`config.mk`:
```
export PLATFORM = sky130hd
export DESIGN_NAME = vga_timing_gen_flat
export DESIGN_NICKNAME = d
export VERILOG_FILES = /design/src/rtl/vga_timing_gen_if.sv /design/src/rtl/vga_timing_gen.sv /design/src/flat_wrapper.sv
export SDC_FILE = /design/constraint.sdc
export NUM_CORES = 1
export LEC_CHECK = 0
export ABC_AREA = 1
export BUFFER_PORTS_ARGS = -buffer_cell sky130_fd_sc_hd__buf_2
export CAP_MARGIN = 10
export CORE_ASPECT_RATIO = 1.75
export CORE_MARGIN = 5
export CORE_UTILIZATION = 35
export CTS_BUF_LIST = sky130_fd_sc_hd__clkbuf_4 sky130_fd_sc_hd__clkbuf_8
export CTS_CLUSTER_DIAMETER = 150
export CTS_CLUSTER_SIZE = 16
export DETAILED_ROUTE_END_ITERATION = 6
export SKIP_CTS_REPAIR_TIMING = 1
export SLEW_MARGIN = 40
export SYNTH_ARGS = -nofsm -noshare
export SYNTH_HDL_FRONTEND = slang
export SYNTH_SLANG_ARGS = --single-unit
```
`constraint.sdc`:
```
create_clock -name clk -period 3.5 [get_ports clk]
set_input_delay 0.7 -clock clk [delete_from_list [all_inputs] [get_ports clk]]
set_output_delay 0.7 -clock clk [all_outputs]
set_load 0.05 [all_outputs]
```
`src/rtl/vga_timing_gen_if.sv`:
```
`default_nettype none
// ============================================================================
//  Module      : vga_timing_gen_if
//  Description : Raster bundle produced by vga_timing_gen and consumed by the
//                pixel-drawing blocks.
//                  hcounter    [11:0] current pixel column
//                  vcounter    [10:0] current line
//                  visible            inside the active picture area
//                  pix_en             one-clk strobe on every pixel advance
//                  frame_start        one-clk strobe on the advance to (0,0)
//                  HSYNC / VSYNC      sync pin levels
//                master : the timing generator (drives everything)
//                slave  : draw blocks (sample everything)
//  Revision    : 1.0 - initial release
// ============================================================================
interface vga_timing_gen_if;
    logic [11:0] hcounter;
    logic [10:0] vcounter;
    logic        visible;
    logic        pix_en;
    logic        frame_start;
    logic        HSYNC;
    logic        VSYNC;

    modport master (
        output hcounter, vcounter, visible, pix_en, frame_start, HSYNC, VSYNC
    );

    modport slave (
        input  hcounter, vcounter, visible, pix_en, frame_start, HSYNC, VSYNC
    );
endinterface
`default_nettype wire

```
`src/rtl/vga_timing_gen.sv`:
```
`default_nettype none
// ============================================================================
//  Module      : vga_timing_gen
//  Description : VGA raster timing generator. Divides the board clock down to
//                the pixel rate and produces registered pixel/line counters,
//                the visible-area flag, pixel/frame strobes and HSYNC/VSYNC.
//                Every output is loaded from the decode of the *next*
//                position on the same edge the counters advance, so all
//                outputs are always mutually consistent.
//  Ports       : clk    board clock, rising edge
//                rst_n  asynchronous active-low reset
//                vga    raster bundle (master side of vga_timing_gen_if)
//  Revision    : 1.0 - initial release
// ============================================================================
module vga_timing_gen #(
    parameter int   CLK_DIV     = 2,
    parameter int   H_VISIBLE   = 640,
    parameter int   H_FRONT     = 16,
    parameter int   H_SYNC      = 96,
    parameter int   H_BACK      = 48,
    parameter int   V_VISIBLE   = 480,
    parameter int   V_FRONT     = 10,
    parameter int   V_SYNC      = 2,
    parameter int   V_BACK      = 33,
    parameter logic SYNC_ACTIVE = 1'b0
) (
    input  wire logic          clk,
    input  wire logic          rst_n,
    vga_timing_gen_if.master   vga
);

    localparam int          c_H_TOTAL  = H_VISIBLE + H_FRONT + H_SYNC + H_BACK;
    localparam int          c_V_TOTAL  = V_VISIBLE + V_FRONT + V_SYNC + V_BACK;
    localparam logic [11:0] c_H_LAST   = 12'(c_H_TOTAL - 1);
    localparam logic [10:0] c_V_LAST   = 11'(c_V_TOTAL - 1);
    localparam logic [11:0] c_H_VIS    = 12'(H_VISIBLE);
    localparam logic [10:0] c_V_VIS    = 11'(V_VISIBLE);
    localparam logic [11:0] c_HS_START = 12'(H_VISIBLE + H_FRONT);
    localparam logic [11:0] c_HS_END   = 12'(H_VISIBLE + H_FRONT + H_SYNC);
    localparam logic [10:0] c_VS_START = 11'(V_VISIBLE + V_FRONT);
    localparam logic [10:0] c_VS_END   = 11'(V_VISIBLE + V_FRONT + V_SYNC);
    localparam logic [3:0]  c_DIV_LAST = 4'(CLK_DIV - 1);

    typedef enum logic [0:0] {
        S_WAIT = 1'b0,
        S_RUN  = 1'b1
    } state_t;

    state_t      r_state;
    state_t      w_state_next;
    logic [3:0]  r_div_cnt;
    logic        w_tick;

    logic [11:0] r_hcounter;
    logic [10:0] r_vcounter;
    logic        r_visible;
    logic        r_pix_en;
    logic        r_frame_start;
    logic        r_hsync;
    logic        r_vsync;

    logic [11:0] w_h_next;
    logic [10:0] w_v_next;
    logic        w_visible_next;
    logic        w_hsync_next;
    logic        w_vsync_next;

    // ------------------------------------------------------------------
    // Pixel-rate divider: tick on the last board clock of each pixel.
    // With CLK_DIV=1 the last count is 0, so the tick is permanent.
    // ------------------------------------------------------------------
    assign w_tick = (r_div_cnt == c_DIV_LAST);

    always_ff @(posedge clk or negedge rst_n) begin
        if (!rst_n) begin
            r_div_cnt <= 4'd0;
        end else if (w_tick) begin
            r_div_cnt <= 4'd0;
        end else begin
            r_div_cnt <= r_div_cnt + 4'd1;
        end
    end

    // ------------------------------------------------------------------
    // State register
    // ------------------------------------------------------------------
    always_ff @(posedge clk or negedge rst_n) begin
        if (!rst_n) begin
            r_state <= S_WAIT;
        end else begin
            r_state <= w_state_next;
        end
    end

    // ------------------------------------------------------------------
    // Next state and next raster position. WAIT presents (0,0) as the
    // position to load so the first tick produces a full (0,0) decode.
    // ------------------------------------------------------------------
    always_comb begin
        w_state_next = r_state;
        w_h_next     = r_hcounter;
        w_v_next     = r_vcounter;
        case (r_state)
            S_WAIT: begin
                w_h_next = 12'd0;
                w_v_next = 11'd0;
                if (w_tick) begin
                    w_state_next = S_RUN;
                end
            end
            S_RUN: begin
                if (r_hcounter == c_H_LAST) begin
                    w_h_next = 12'd0;
                    w_v_next = (r_vcounter == c_V_LAST) ? 11'd0 : r_vcounter + 11'd1;
                end else begin
                    w_h_next = r_hcounter + 12'd1;
                end
            end
            default: begin
                w_state_next = S_WAIT;
            end
        endcase
    end

    // Decode of the position about to be loaded; registered together with
    // the counters so outputs never lag them.
    always_comb begin
        w_visible_next = (w_h_next < c_H_VIS) && (w_v_next < c_V_VIS);
        w_hsync_next   = ((w_h_next >= c_HS_START) && (w_h_next < c_HS_END))
                       ? SYNC_ACTIVE : ~SYNC_ACTIVE;
        w_vsync_next   = ((w_v_next >= c_VS_START) && (w_v_next < c_VS_END))
                       ? SYNC_ACTIVE : ~SYNC_ACTIVE;
    end

    // ------------------------------------------------------------------
    // Output registers: load on tick, hold otherwise; strobes self-clear.
    // ------------------------------------------------------------------
    always_ff @(posedge clk or negedge rst_n) begin
        if (!rst_n) begin
            r_hcounter    <= 12'd0;
            r_vcounter    <= 11'd0;
            r_visible     <= 1'b0;
            r_pix_en      <= 1'b0;
            r_frame_start <= 1'b0;
            r_hsync       <= ~SYNC_ACTIVE;
            r_vsync       <= ~SYNC_ACTIVE;
        end else if (w_tick) begin
            r_hcounter    <= w_h_next;
            r_vcounter    <= w_v_next;
            r_visible     <= w_visible_next;
            r_pix_en      <= 1'b1;
            r_frame_start <= (w_h_next == 12'd0) && (w_v_next == 11'd0);
            r_hsync       <= w_hsync_next;
            r_vsync       <= w_vsync_next;
        end else begin
            r_pix_en      <= 1'b0;
            r_frame_start <= 1'b0;
        end
    end

    assign vga.hcounter    = r_hcounter;
    assign vga.vcounter    = r_vcounter;
    assign vga.visible     = r_visible;
    assign vga.pix_en      = r_pix_en;
    assign vga.frame_start = r_frame_start;
    assign vga.HSYNC       = r_hsync;
    assign vga.VSYNC       = r_vsync;

endmodule
`default_nettype wire

```
`src/flat_wrapper.sv`:
```
// flat-port wrapper written by rule: the top's interface ports become plain ports
module vga_timing_gen_flat 
#(
    parameter int   CLK_DIV     = 2,
    parameter int   H_VISIBLE   = 640,
    parameter int   H_FRONT     = 16,
    parameter int   H_SYNC      = 96,
    parameter int   H_BACK      = 48,
    parameter int   V_VISIBLE   = 480,
    parameter int   V_FRONT     = 10,
    parameter int   V_SYNC      = 2,
    parameter int   V_BACK      = 33,
    parameter logic SYNC_ACTIVE = 1'b0
)
  (clk, rst_n, vga_hcounter, vga_vcounter, vga_visible, vga_pix_en, vga_frame_start, vga_HSYNC, vga_VSYNC);
  vga_timing_gen_if vga_i ();
  input  wire logic clk;
  input  wire logic rst_n;
  output wire logic [$bits(vga_i.hcounter)-1:0] vga_hcounter;
  output wire logic [$bits(vga_i.vcounter)-1:0] vga_vcounter;
  output wire logic [$bits(vga_i.visible)-1:0] vga_visible;
  output wire logic [$bits(vga_i.pix_en)-1:0] vga_pix_en;
  output wire logic [$bits(vga_i.frame_start)-1:0] vga_frame_start;
  output wire logic [$bits(vga_i.HSYNC)-1:0] vga_HSYNC;
  output wire logic [$bits(vga_i.VSYNC)-1:0] vga_VSYNC;
  assign vga_hcounter = vga_i.hcounter;
  assign vga_vcounter = vga_i.vcounter;
  assign vga_visible = vga_i.visible;
  assign vga_pix_en = vga_i.pix_en;
  assign vga_frame_start = vga_i.frame_start;
  assign vga_HSYNC = vga_i.HSYNC;
  assign vga_VSYNC = vga_i.VSYNC;
  vga_timing_gen #(.CLK_DIV(CLK_DIV), .H_VISIBLE(H_VISIBLE), .H_FRONT(H_FRONT), .H_SYNC(H_SYNC), .H_BACK(H_BACK), .V_VISIBLE(V_VISIBLE), .V_FRONT(V_FRONT), .V_SYNC(V_SYNC), .V_BACK(V_BACK), .SYNC_ACTIVE(SYNC_ACTIVE)) u_core (.clk(clk), .rst_n(rst_n), .vga(vga_i));
endmodule
```
==> results.yml, run 1 <==
global_route:
  antenna_found_initial: 0
  grt_pass1_vias: 2254
  grt.total_usage_pct: 16.2
  grt_max_degree: 34
  grt-ovfl-total: 0
  grt_pass1_wl_um: 10600
sta:
  finalSetupTns_ns: 0
  fmax_mhz: 488
  rsz0062_at_grt: "false"
  drv_slew: 0
  hold_viol: 0
  fin_crit_sh_pct: 58.6
  period_minus_slack_ns: 2.05
  setup_violations: 0
  slew_headroom_pct: 53.1
  skew_ns: 0.00837
  tightest_slew_ns: 0.703
yosys:
  synthTopCellsByArea: "dfrtp_1 34%, nand2_1 19%, nand3_1 7.4%, inv_1 7.4%, nor2_1 5.1%"
  yosys_warnings: 0
  yosysMostFrequentCell: "nand2_1"
  async_flop_share_pct: 100
  synth_top_cell_by_area: "dfrtp_1"
  ys.flop_type: "dfrtp_1"
  synth_common_cells: "117 x nand2_1, 45 x inv_1, 34 x nand3_1"
  netlist_area_sq_mm: 0.00229
  synth_edf_count: 0
  synth_cells: 349
  synth.top_cell.area_share_pct: 33.8
  synth_area_per_cell_sq_um: 6.57
  post_synth_num_cell_types: 27
  seq_area_frac_synth_pct: 36.1
  synth_seq_cells: 33
  synthesis.nets: 354
route:
  drt_iter0_drc: 124
  vias_per_cell: 4.84
  num_vias: 2222
  wl_um: 6310
  wl_per_cell_um: 13.7
  drtAntennaViolNets: 0
  drc: 0
  firstDrtPassIters: 4
cells_and_area:
  diodes: 0
  area_delta_synth_final_pct: 14.3
  drive_gt1_share_pct: 18.3
  layout.nets: 381
pwr:
  internal-power_uw: 622
  comb_power_share_pct: 1.0
  total_power_uw: 778
  p_per_area_mw_per_mm2: 297
  ir_drop_mv: 0.197
  clockPowerShare_pct: 50.0
  leakage_nw: 1.39
  swShare_pct: 20.0
  switchingPower_uw: 156
  pwr-share-seq_pct: 49.0
clocking:
  clk_pin_slew_ns: 0.08
  cts.path.max_buffers: 2
  h-tree-depth: 2
  clock_latency_ns: 0.29
  cts_root_buf: "clkbuf_8"
  cts_buffers: 5
  cts_tree: "built"
  clock-sinks: 33
floorplan:
  ios: 30
  chipHeight_um: 117
  die_area_sq_mm: 0.00833
  core_area_sq_mm: 0.00644
  num_rows: 39
  die_x_um: 71.2
  initial_utilization_pct: 35.6
critical_path:
  required_ns: 3.73
  worstSetupPathType: "reg2reg"
  worstSetupStartpointType: "register"
  endpoint_kind: "register"
  crit_arrival_ns: 2.28
  path_max_fanout: 9
outcome:
  status: "completed"
place:
  dpl.hpwl_um: 4850
  numPortBuffers: 29
  gp_congestion: 0.826
job:
  cap_violations: 0
hold_path:
  hold_class: "in2async"
==> registers in the layout, summed over array words and instances (netlist names) <==
register	cells
u_core.r_state	1
u_core.vga.hcounter	12
u_core.vga.visible	1
u_core.vga.frame_start	1
u_core.vga.vcounter	11
u_core.vga.VSYNC	1
u_core.r_div_cnt	4
u_core.vga.pix_en	1
u_core.vga.HSYNC	1
==> metal layers <==
| metal | vias up | part of all wire [%] | global-route usage (%) |
|---|---|---|---|
| li1 | 1150 | - | - |
| met1 | 1017 | 39 | 16.3 |
| met2 | 37 | 55 | 31.1 |
| met3 | 18 | 2.2 | 2.22 |
| met4 | 0 | 4.2 | 9.28 |
| met5 | - | 0 | 0 |
==> worst paths after layout <==
| path | from | end | slack [ns] | depth (start not counted) |
|---|---|---|---|---|
| max in group asynchronous | rst_n | u_core.vga.HSYNC | 2.81 | 1 |
| hold / removal | rst_n | u_core.vga.hcounter[7] | 0.35 | 1 |
| setup / recovery | u_core.vga.vcounter[0] | u_core.vga.VSYNC | 1.45 | 14 |
| hold reg to reg | u_core.vga.HSYNC | u_core.vga.HSYNC | 0.50 | 2 |
| min in group clk | u_core.vga.HSYNC | u_core.vga.HSYNC | 0.50 | 2 |
| setup reg to reg | u_core.vga.vcounter[0] | u_core.vga.VSYNC | 1.45 | 14 |
==> final cells by class <==
class	count	area [sq um]
Multi-Input combinational cell	256	1230
Sequential cell	33	828
Fill cell	727	3820
Tap cell	82	103
Clock inverter	1	30.0
Inverter	50	188
Timing Repair Buffer	30	155
Clock buffer	7	90.1
==> power by group through the flow <==
| stage | clock network, mW | registers [mW] | logic, mW |
|---|---|---|---|
| global placement | 0 | 0.389 | 0.00850 |
| detailed placement | 0 | 0.389 | 0.00854 |
| CTS | 0.395 | 0.381 | 0.00848 |
| floorplan | 0 | 0.389 | 0.000000794 |
| finish | 0.389 | 0.381 | 0.00806 |
| global route | 0.414 | 0.381 | 0.00999 |
==> layout by cell type, fill, tap and decap left out, types with 5 or more instances in the layout <==
cell | netlist | routed
nand2_1 | 117 | 117
inv_1 | 45 | 44
nand3_1 | 34 | 34
nor2_1 | 31 | 31
dfrtp_1 | 31 | 31
buf_2 | 4 | 28
o21ai_0 | 20 | 20
nand4_1 | 8 | 8
nand3_2 | 7 | 7
a21oi_1 | 6 | 6
clkbuf_8 | 0 | 6
inv_2 | 4 | 5
==> metrics by stage <==
step	utilization, %	hold slack [ns]	area, sq um	std cells	worst slack [ns]
after global routing	40.7	0.386	2620	459	1.24
after global placement	38.8	0.496	2500	451	1.47
after CTS	40.6	0.504	2620	459	1.45
after floorplan	-	0.404	2290	349	1.48
after detailed placement	38.8	0.496	2500	451	1.45
final	40.7	0.351	2620	459	1.45
==> critical path, stage by stage (launching register included) <==
cell	delay [ns]
dfrtp_1	0.52
ha_1	0.34
inv_1	0.08
nor2_1	0.24
nand2_1	0.09
nand2_1	0.06
nand2_1	0.04
nand2_1	0.06
nand3_2	0.08
nor2_1	0.14
nand2_1	0.08
inv_1	0.05
nand3_1	0.09
nand2_1	0.07
inv_1	0.04
==> logic make-up (layout without fill, tap and decap cells) <==
family | after synthesis | in the layout | share of synthesized area (%)
XOR/XNOR | 3 | 3 | 1.15
AND/OR/NAND/NOR | 217 | 217 | 43.1
adder cells (fa/ha/maj) | 3 | 3 | 1.64
buffers and inverters | 60 | 88 | 10.4
flip-flops | 33 | 33 | 36.1
AO/OA/AOI/OAI | 33 | 33 | 7.59
(Power assumes the default switching activity.)
==> run 2: changes to the inputs <==
==> constraint.sdc (replaced) <==
create_clock -name clk -period 1.86 [get_ports clk]
set_input_delay 0.372 -clock clk [delete_from_list [all_inputs] [get_ports clk]]
set_output_delay 0.372 -clock clk [all_outputs]
set_load 0.05 [all_outputs]
==> run 2 against run 1 <==
  * Clock power up 54%
  * First-iteration DRC count down 15%
  * Combinational power up 140%
  * Hold slack worse by 0.32 ns
  * Clock-buffer cell count up 1
  * Clock skew down 0.0013 ns
==> results.yml, run 2 (synthesized netlist as in run 1, its figures left out) <==
global_route:
  grt_pass1_wl_um: 10900
  grt_pass1_vias: 2280
  grt-ovfl-total: 0
  grt.total_usage_pct: 17.0
  antenna_found_initial: 0
  grt_max_degree: 33
clocking:
  clk_pin_slew_ns: 0.07
  cts_buffers: 5
  clock_latency_ns: 0.29
  cts_root_buf: "clkbuf_8"
  cts_tree: "built"
  h-tree-depth: 2
  clock-sinks: 33
  cts.path.max_buffers: 2
cells_and_area:
  drive_gt1_share_pct: 31.8
  final-seq-area_sq_um: 837
  multi_input_area_sq_mm: 0.00136
  layout.nets: 407
  diodes: 0
  fillCellCount: 677
  layout_commonest_cell: "nand2_1"
  area_delta_synth_final_pct: 28.1
  largest_reg_flops: 12
  layout_common_cells: "112 x nand2_1, 40 x inv_1, 32 x nand3_1"
pwr:
  p_per_area_mw_per_mm2: 455
  comb_power_share_pct: 1.4
  swShare_pct: 21.2
  switchingPower_uw: 283
  clockPowerShare_pct: 44.8
  leakage_nw: 1.51
  pwr-share-seq_pct: 53.7
  internal-power_mw: 1.05
  ir_drop_mv: 0.342
floorplan:
  initial_utilization_pct: 35.6
  num_rows: 39
  chipHeight_um: 117
  core_area_sq_mm: 0.00644
  die_x_um: 71.2
  die_area_sq_mm: 0.00833
  ios: 30
critical_path:
  worstPathCellList: "ha_4 -> nand3_4 -> nor2_4 -> nand3_4 -> nand2_4 -> nor2_2 -> nor2_2 -> buf_4 -> nand2_1 -> nand2_1 -> nor2_1 -> a21oi_1"
  cpMaxStageDelayCell: "dfrtp_2"
  required_ns: 2.08
  path_delay_family: "simple AND/OR/NAND/NOR gates"
  worstSetupStartpointType: "register"
  critPathBufInv: 1
  crit_arrival_ns: 2.00
  path_max_fanout: 7
  endpoint_kind: "register"
  worstSetupPathType: "reg2reg"
  cp_slowest_stage_delay_ns: 0.41
sta:
  fmax_mhz: 564
  setup_violations: 0
  rsz0062_at_grt: "true"
  fin_ws_ns: 0.0854
  slew_headroom_pct: 66.6
  drv_slew: 0
  fin_crit_sh_pct: 95.4
  hold_viol: 0
  period_minus_slack_ns: 1.77
  holdWs_ns: 0.0333
  skew_ns: 0.00706
  tightest_slew_ns: 0.501
route:
  wl_um: 7100
  num_vias: 2412
  drc: 0
  wl_per_cell_um: 14.6
  drt_iter0_drc: 106
  drtAntennaViolNets: 0
  firstDrtPassIters: 4
  vias_per_cell: 4.97
place:
  numPortBuffers: 29
  dp_slack_ns: -0.0183
  gp_congestion: 0.861
  dpl.hpwl_um: 5330
job:
  cap_violations: 0
outcome:
  status: "completed"
hold_path:
  hold_class: "in2async"
run 2: path summary, 6_finish.rpt:
check | from | to | slack [ns] | depth (start not counted)
worst max-delay path | u_core.vga.hcounter[0] | u_core.vga.HSYNC | 0.09 | 12
worst min-delay path | rst_n | u_core.vga.hcounter[10] | 0.03 | 1
worst max register to register | u_core.vga.hcounter[0] | u_core.vga.HSYNC | 0.09 | 12
worst min register to register | u_core.vga.HSYNC | u_core.vga.HSYNC | 0.50 | 2
max in group asynchronous | rst_n | u_core.vga.VSYNC | 1.23 | 2
min in group clk | u_core.vga.HSYNC | u_core.vga.HSYNC | 0.50 | 2
run 2: layout make-up:
class,count,share of cell area (%)
Timing Repair Buffer,55,11.6
Tap cell,82,3.50
Clock buffer,8,3.32
Sequential cell,33,28.5
Multi-Input combinational cell,257,46.5
Inverter,50,6.61
run 2: per-layer routing:
| metal | global-route usage [%] | wire [um] | part of all wire (%) | vias to the layer above |
|---|---|---|---|---|
| met4 | 11.2 | 403 | 5.7 | 0 |
| li1 | - | - | - | 1209 |
| met3 | 2.74 | 178 | 2.5 | 25 |
| met2 | 32.4 | 3920 | 55 | 51 |
| met1 | 16.5 | 2600 | 37 | 1127 |
| met5 | 0 | 0 | 0 | - |
run 2: power groups by stage:
stage | clock network (mW) | registers, mW | logic [mW]
final | 0.599 | 0.718 | 0.0190
after global routing | 0.648 | 0.717 | 0.0228
after CTS | 0.622 | 0.717 | 0.0200
after detailed placement | 0 | 0.731 | 0.0201
after global placement | 0 | 0.731 | 0.0196
after floorplan | 0 | 0.731 | 0.000000794
run 2: worst register-to-register path, delay by kind of cell, from the launching register on:
family / cells / cell delay, ns
compound gates: 1 / 0.11
buf+inv: 1 / 0.12
simple gates: 9 / 0.91
flops: 1 / 0.41
fa+ha+maj: 1 / 0.16
run 2: metrics by stage:
step	setup TNS [ns]	std cells	utilization, %	power, mW	area, sq um
global route	-0.0931	485	45.6	1.39	2940
floorplan	0	349	-	0.731	2300
detailed placement	-0.0262	468	40.9	0.751	2630
finish	0	485	45.6	1.34	2940
CTS	-0.0738	476	42.4	1.36	2730
global placement	-0.00766	468	40.9	0.751	2630
==> run 3: changes to the inputs <==
--- a/config.mk
+++ b/config.mk
@@ -10,7 +10,7 @@
 export CAP_MARGIN = 10
 export CORE_ASPECT_RATIO = 1.75
 export CORE_MARGIN = 5
-export CORE_UTILIZATION = 35
+export CORE_UTILIZATION = 34
 export CTS_BUF_LIST = sky130_fd_sc_hd__clkbuf_4 sky130_fd_sc_hd__clkbuf_8
 export CTS_CLUSTER_DIAMETER = 150
 export CTS_CLUSTER_SIZE = 16
==> constraint.sdc (replaced) <==
create_clock -name clk -period 1.5 [get_ports clk]
set_input_delay 0.3 -clock clk [delete_from_list [all_inputs] [get_ports clk]]
set_output_delay 0.3 -clock clk [all_outputs]
set_load 0.05 [all_outputs]
==> run 3 against run 2 <==
  * Global-route usage increased by 0.58 points
  * Hold slack improved by 0.42 ns
  * The run now ends with setup timing left
  * Critical path type unchanged
  * Sequential share of layout area fell by 4.3 points
==> results.yml, run 3 (synthesized netlist as in run 1, its figures left out) <==
sta:
  fin_crit_sh_pct: 118
  period_minus_slack_ns: 1.78
  slew_headroom_pct: 72.9
  rsz0062_at_grt: "true"
  tightest_slew_ns: 0.406
  holdWs_ns: 0.450
  skew_ns: 0.00980
  hold_viol: 0
  drv_slew: 0
  fin_ws_ns: -0.275
  fmax_mhz: 563
  finalSetupTns_ns: -1.76
  setup_violations: 15
cells_and_area:
  final-seq-area_sq_um: 853
  drive_gt1_share_pct: 44.2
  layout_commonest_cell: "nand2_1"
  fillCellCount: 671
  final_util_pct: 53.9
  layout.nets: 457
  multi_input_area_sq_mm: 0.00144
  layout_common_cells: "111 x nand2_1, 68 x buf_4, 40 x inv_1"
  instances_no_fill: 535
  diodes: 0
  largest_reg_flops: 12
  area_delta_synth_final_pct: 53.8
route:
  firstDrtPassIters: 4
  drc: 0
  vias_per_cell: 4.88
  drtAntennaViolNets: 0
  num_vias: 2612
  wl_um: 7350
  drt_iter0_drc: 97
  wl_per_cell_um: 13.7
floorplan:
  initial_utilization_pct: 35.1
  die_area_sq_mm: 0.00855
  core_area_sq_mm: 0.00654
  die_x_um: 72.1
  num_rows: 39
  chipHeight_um: 119
  ios: 30
clocking:
  cts_root_buf: "clkbuf_8"
  h-tree-depth: 2
  cts.path.max_buffers: 2
  clk_pin_slew_ns: 0.08
  cts_buffers: 5
  clock-sinks: 33
  cts_tree: "built"
  clock_latency_ns: 0.30
critical_path:
  worstSetupPathType: "reg2reg"
  crit_arrival_ns: 1.96
  worstSetupStartpointType: "register"
  endpoint_kind: "register"
  required_ns: 1.69
  path_max_fanout: 6
global_route:
  grt_max_degree: 28
  antenna_found_initial: 0
  grt_pass1_wl_um: 11700
  grt-ovfl-total: 0
  grt_pass1_vias: 2603
  grt.total_usage_pct: 17.6
place:
  numPortBuffers: 29
  dp_slack_ns: -0.339
  place_inst: 516
  gp_congestion: 0.959
  dpl.hpwl_um: 5650
pwr:
  p_per_area_mw_per_mm2: 552
  leakage_nw: 1.81
  ir_drop_mv: 0.582
outcome:
  violations: "setup timing"
  status: "finished, violations left"
job:
  cap_violations: 0
hold_path:
  hold_class: "reg2reg"
run 3: path summary, 6_finish.rpt:
check                                             from                endpoint  slack (ns)  cells past startpoint
worst min-delay path               u_core.r_div_cnt[0]     u_core.r_div_cnt[0]        0.45                      1
worst min register to register     u_core.r_div_cnt[0]     u_core.r_div_cnt[0]        0.45                      1
worst max register to register  u_core.vga.hcounter[1]      u_core.vga.visible       -0.28                     13
min in group asynchronous                        rst_n  u_core.vga.hcounter[4]        0.46                      2
max in group asynchronous                        rst_n  u_core.vga.vcounter[6]        0.58                      3
worst max-delay path            u_core.vga.hcounter[1]      u_core.vga.visible       -0.28                     13
run 3: worst max-delay path: stages, from the launching register on:
cell and delay, ns:
dfrtp_2 0.39, ha_4 0.15, nand3_4 0.09, nor2_4 0.20, buf_4 0.14, nand2_1 0.04, nand2_1 0.07, nand2_2 0.07
nor2_4 0.11, nand4_1 0.14, nand3_1 0.10, nor2_1 0.05, nand2_1 0.05, nand2_1 0.05
run 3: cell type report:
type	count	share of cell area, %
Tap cell	82	2.91
Clock buffer	5	1.95
Inverter	50	5.50
Sequential cell	33	24.2
Timing Repair Buffer	105	22.7
Multi-Input combinational cell	257	40.9
Clock inverter	3	1.85
run 3: layer usage:
metal	GRT usage (%)	wire (um)	vias to the layer above
li1	-	-	1303
met5	0	0	-
met2	33.8	4260	52
met4	10.9	317	0
met1	16.4	2590	1233
met3	2.63	180	24
run 3: report_power, final:
group | leakage, nW | switching (mW) | internal [mW]
clock network | 0.0681 | 0.368 | 0.660
logic | 1.35 | 0.0200 | 0.00780
registers | 0.396 | 0 | 0.889
total | 1.81 | 0.388 | 1.56
run 3: stage by stage:
| stage | cell area, sq um | power [mW] |
|---|---|---|
| floorplan | 2390 | 0.907 |
| global placement | 3130 | 0.934 |
| detailed placement | 3130 | 0.934 |
| CTS | 3270 | 1.97 |
| global route | 3530 | 2.00 |
| finish | 3530 | 1.94 |
